===== src/rtl/mode_select.sv =====
// Mode selector: three push buttons are synchronized and debounced, and a
// two-state controller turns a single clean press into a one-hot mode code.
module mode_select #(
  parameter int DEBOUNCE_CYCLES = 1000000
) (
  input  logic       clk,
  input  logic       rst,
  input  logic       btn_free,
  input  logic       btn_auto,
  input  logic       btn_learn,
  input  logic       lock,
  output logic [2:0] mode_code,
  output logic       mode_change,
  output logic [2:0] btn_level
);

  localparam int CW = (DEBOUNCE_CYCLES > 2) ? $clog2(DEBOUNCE_CYCLES) : 1;
  localparam logic [CW-1:0] CNT_MAX = CW'(DEBOUNCE_CYCLES - 1);

  typedef enum logic {IDLE, HOLD} state_e;

  logic [2:0] btn_raw;
  logic [2:0] stable_vec;
  logic [2:0] stable_prev_q;
  logic [2:0] press;
  logic       single_press;
  state_e     state_q;
  logic [2:0] mode_code_q;
  logic       mode_change_q;

  assign btn_raw = {btn_learn, btn_auto, btn_free};

  // One synchronizer + debouncer per button; bit order is {learn, auto, free}.
  for (genvar gi = 0; gi < 3; gi++) begin : g_btn
    logic          sync1_q;
    logic          sync2_q;
    logic          stable_q;
    logic          stable_d;
    logic [CW-1:0] cnt_q;
    logic [CW-1:0] cnt_d;

    always_comb begin
      stable_d = stable_q;
      cnt_d    = '0;
      if (sync2_q != stable_q) begin
        if (cnt_q == CNT_MAX) begin
          stable_d = sync2_q;
        end else begin
          cnt_d = cnt_q + CW'(1);
        end
      end
    end

    always_ff @(posedge clk) begin
      if (rst) begin
        sync1_q  <= 1'b0;
        sync2_q  <= 1'b0;
        stable_q <= 1'b0;
        cnt_q    <= '0;
      end else begin
        sync1_q  <= btn_raw[gi];
        sync2_q  <= sync1_q;
        stable_q <= stable_d;
        cnt_q    <= cnt_d;
      end
    end

    assign stable_vec[gi] = stable_q;
  end

  assign press        = stable_vec & ~stable_prev_q;
  // Exactly one bit set: nonzero and clearing the lowest set bit leaves zero.
  assign single_press = (press != 3'b000) && ((press & (press - 3'd1)) == 3'b000);

  always_ff @(posedge clk) begin
    if (rst) begin
      state_q       <= IDLE;
      stable_prev_q <= 3'b000;
      mode_code_q   <= 3'b001;
      mode_change_q <= 1'b0;
    end else begin
      stable_prev_q <= stable_vec;
      mode_change_q <= 1'b0;
      case (state_q)
        IDLE: begin
          if (single_press && !lock) begin
            mode_code_q   <= press;
            mode_change_q <= (press != mode_code_q);
          end
          if (stable_vec != 3'b000) begin
            state_q <= HOLD;
          end
        end
        HOLD: begin
          if (stable_vec == 3'b000) begin
            state_q <= IDLE;
          end
        end
        default: state_q <= IDLE;
      endcase
    end
  end

  assign mode_code   = mode_code_q;
  assign mode_change = mode_change_q;
  assign btn_level   = stable_vec;

endmodule


===== config.mk =====
export PLATFORM = sky130hd
export DESIGN_NAME = mode_select
export DESIGN_NICKNAME = d
export VERILOG_FILES = /design/src/rtl/mode_select.sv
export SDC_FILE = /design/constraint.sdc
export NUM_CORES = 1
export LEC_CHECK = 0
export CAP_MARGIN = 20
export CORE_MARGIN = 4
export CORE_UTILIZATION = 64
export DETAILED_ROUTE_END_ITERATION = 7
export GPL_TIMING_DRIVEN = 0
export HOLD_SLACK_MARGIN = 0.05
export PLACE_DENSITY = 0.83
export SETUP_SLACK_MARGIN = 0.15
export SLEW_MARGIN = 10
export SYNTH_ARGS = -nofsm -noshare
export SYNTH_HDL_FRONTEND = slang
export SYNTH_SLANG_ARGS = --single-unit

===== constraint.sdc =====
create_clock -name clk -period 2.9 [get_ports clk]
set_input_delay 0.435 -clock clk [delete_from_list [all_inputs] [get_ports clk]]
set_output_delay 0.435 -clock clk [all_outputs]
set_load 0.05 [all_outputs]

; Word level (Yosys, flattened, before mapping)
; Index checks and enable logic that the tools add are counted.
; W data, S select, Z words.
[classes]
muxes = 3
n_bitwise = 8
eq_ne = 7
add_sub_neg = 4
n_reduce_logical = 15
[ops]
columns = operator, n
row1 = $add A20 B1 Y20 const B, 3
row2 = $eq A20 B20 Y1 const B, 3
row3 = $reduce_or A3 Y1, 4
row4 = $reduce_and A2 Y1, 4
row5 = $and A3 B3 Y3, 2
row6 = $logic_not A3 Y1, 2
row7 = $reduce_bool A3 Y1, 2
row8 = $not A1 Y1, 5
row9 = $ne A1 B1 Y1, 3
row10 = $ne A3 B3 Y1, 1
row11 = $not A3 Y3, 1
row12 = $sub A3 B1 Y3 const B, 1
row13 = $logic_and A1 B1 Y1, 2
row14 = $mux W1, 2
row15 = $pmux W1 S2, 1
row16 = $logic_not A1 Y1, 1
[word_totals]
wordCells = 53
in_bits = 6
reg_bits = 77
out_inout_bits = 7

; Depth between registers and ports, before layout
[logic_depth]
ltp_word = 9
depth_mapped = 6
mapped_depth_nobuf = 5

; Least setup slack after synthesis
; Ideal clock, no wire load.
[synth_path]
kind = reg-to-reg
from = register g_btn[2].cnt_q[7]
to = register g_btn[2].cnt_q[10]
path_stages_with_launch = 6
required_ns = 2.783
arrival_time_ns = 1.757
synth_period_minus_slack_ns = 1.874
n_path_buf = 1
setup_slack_ns = 1.026
cell_sequence = dfxtp_1 -> or4b_1 -> or4_4 -> o211ai_2 -> buf_2 -> nor2_1
[synth_via]
elab_chain_len = 2
[synth_rtl]
columns = element, line_no
row1 = start: declaration, 39  ; logic [CW-1:0] cnt_q;
row2 = start signal: assignment, 64  ; cnt_q <= cnt_d;
row3 = branches (longest 2 deep; another with $add A20 B1 Y20), -
; Parallel ways; which one is timed is not known.
; A chain may end at the register's enable or synchronous reset.

; Worst setup path in the final report
[layout_path]
from = register g_btn[0].cnt_q[0]
to = register g_btn[0].cnt_q[9]
[layout_via]
elab_chain_len = 2
[layout_rtl]
columns = element, line_no
row1 = start: declaration, 39
row2 = start signal: assignment, 64
row3 = branches (longest 2 deep; another with $add A20 B1 Y20), -
; Parallel ways; which one is timed is not known.

==> results.tsv <==
metric	value	unit
outcome	complete, no violations	
synthFlopType	dfxtp_1	
die-height	80.24	um
cts_root_buffer	clkbuf_8	
worst-slew-pin-transition	0.6895	ns
finalHoldWorstSlack	0.4406	ns
crit-reg2reg-launch	g_btn[0].cnt_q[0]	
clock_sink_count	77	
asyncSetResetFlopFracSynth	0	%
worstPathCellList	ha_1 -> and3_1 -> nand3_1 -> o21ai_1 -> clkbuf_1 -> nor2_1	
r2r_slack	0.75	ns
tritoncts	yes	
timing.setup.tns	0	ns
syn_nets	388	
grt_pass1_wl	10.61	mm
postRouteAntennaNets	0	
viasPerCell	5.453	
cts_buffers	9	
fin_crit_sh	74.19	%
cts_resized	0	
place.port_buffers	12	
io_pins	13	
grt_util_met2	35.51	%
final_setup_skew	0.008478	ns
globalRouteOverflowTotal	0	
detailroute.via_count	2601	
area.growth.synth_to_final	10.79	%
worst_setup_path_start	g_btn[0].cnt_q[0]	
clk_pin_slew_worst_paths	0.07	ns
layout.cells.most_common	dfxtp_1	
globalplace.congestion	0.8272	
finalCoreUtilization	72.90	%
static-leakage-power	1.102	nW
post-route-worst-setup-slack	0.7484	ns
synth_edf_count	0	
timing.critical_path.slowest_cell_delay	0.57	ns
proportion_of_synthesized_chip_area_in_sequential_cells	46.16	%
place_hpwl	4.296	mm
critical_path_arrival	2.37	ns
period_needed	2.152	ns
cts_post_setup_buffers_inserted	0	
final_nets	411	
synth.area.top_cells	dfxtp_1, xnor2_1, nor2_1, xor2_1, nand3_1	
netlist.area_leader.share	46.16	%
num_antenna_cells	0	
syn_area	0.003339	mm2
global_route.usage.met1	24.86	%
placement_rows	26	
worstSkewPairLatency	0.34	ns
end_kind	flip-flop	
synth_cell_types	38	
max_cap_viols	0	
unrepaired_setup_endpoints_after_global_routing	no	
die_area	0.006438	mm2
pre_cts_slack	0.6764	ns
postCtsHoldBufs	0	
crit_path_max_fanout	10	
final_report_max_slew_violation_count	0	
placed_cells_incl_taps	461	
cts_htree_levels	3	
stdcell_count	477	
die-width	80.24	um
type_of_the_worst_setup_path	flip-flop to flip-flop	
grt_antenna_before_repair	0	
postSynthCellCount	379	
maxClockFrequency	0.4648	GHz
rr_worst_depth	6	
synth-warning-count	0	
required	3.11	ns
globalRouteMet3Util	6.726	%
synth-seq-cells	77	
busiest_layer	met2	
wl	5.951	mm
timing.critical_path.slowest_stage_cell	o21ai_1	
slew-limit-headroom	53.73	%
power_per_cell_area	474.3	mW/mm2
groute.usage.overall	20.73	%
detail_route.iter0.violations	105	
synth_area_per_cell	8.811	um2
worstReg2RegEnd	g_btn[0].cnt_q[9]	
finalHoldViolCount	0	
detail_route.wl_per_cell	12.48	um
post-route-drc-count	0	
grt_pass1_vias	2423	
core	0.005075	mm2
layout-drive-gt1-share	5.160	%
cts_buffer_depth	2	
drt_pre_antenna_iters	4	
grt_max_degree	12	
floorplan.initialDensity	65.80	%
setup-violations-final	0	
worstSetupStartpointType	flip-flop	
power.ir.vdd_worst	0.4059	mV
holdCritPathClass	flip-flop to flip-flop	
mostFrequentLayoutCells	dfxtp_1, nor2_1, xnor2_1	
synth_top_area_cell	dfxtp_1	
crit_end	g_btn[0].cnt_q[9]	
==> cells by family (layout without fill, tap and decap cells) <==
group | after synthesis | after routing | synth area share, %
adders and majority gates | 3 | 3 | 1.124
and+or+nand+nor | 180 | 180 | 28.40
xor gates and xnor gates | 48 | 48 | 12.59
muxes | 3 | 3 | 0.8992
AOI/OAI and AO/OA | 38 | 38 | 7.044
buffers and inverters | 30 | 58 | 3.784
DFF | 77 | 77 | 46.16
==> worst min-delay path by stage <==
| stage | start | end | slack [ns] | depth (start not counted) |
|---|---|---|---|---|
| after floorplan | g_btn[0].sync1_q | g_btn[0].sync2_q | 0.41 | 1 |
| after global placement | g_btn[0].sync1_q | g_btn[0].sync2_q | 0.42 | 1 |
| after detailed placement | g_btn[0].sync1_q | g_btn[0].sync2_q | 0.43 | 1 |
| after CTS | g_btn[0].sync1_q | g_btn[0].sync2_q | 0.44 | 1 |
| final | g_btn[0].sync1_q | g_btn[0].sync2_q | 0.44 | 1 |
| after global routing | g_btn[0].sync1_q | g_btn[0].sync2_q | 0.45 | 1 |
==> area by class of cell <==
type,count,area (um2)
clock inverter,2,10.01
multi-input combinational,272,1672
sequential,77,1541
inverter,18,67.56
fill,392,1375
clock buffer,14,142.6
timing repair buffer,12,120.1
buffer,12,58.81
tap,70,87.58
==> power by group <==
group	total (mW)	switching, mW	internal (mW)
registers	1.06	0.00285	1.06
logic	0.0283	0.0165	0.0118
clock network	0.662	0.352	0.310
==> cells in the mapped netlist, types with 13 or more instances <==
master and instances:
a21oi_1 14, nor3_1 14, xnor2_1 35, xor2_1 13, inv_1 18, nor2_1 54, nand3_1 19, dfxtp_1 77
nand2_1 19
==> state kept, by name, summed over array words and instances (netlist names) <==
signal          count
mode_code           3
mode_change         1
stable_prev_q       3
state_q             1
g_btn.cnt_q        60
g_btn.stable_q      3
g_btn.sync1_q       3
g_btn.sync2_q       3
==> layer usage <==
metal	wire [um]	part of all wire [%]	vias to the layer above
met5	0	0	-
met4	74	1.2	0
met3	201	3.4	10
met2	2906	49	33
met1	2768	47	1201
li1	-	-	1357
==> per-stage QoR <==
stage                     area [um2]  power [mW]
after floorplan                 3339       1.104
after global placement          3547       1.117
after detailed placement        3547       1.117
after CTS                       3700       1.772
after global routing            3700       1.817
final                           3700       1.755
==> worst max-delay path: cells and delay by family, from the launching register on <==
family	cells	cell delay (ns)
compound gates	1	0.57
flops	1	0.35
buf+inv	1	0.42
fa+ha+maj	1	0.21
simple gates	3	0.48
Power figures use the tool's default switching activity.
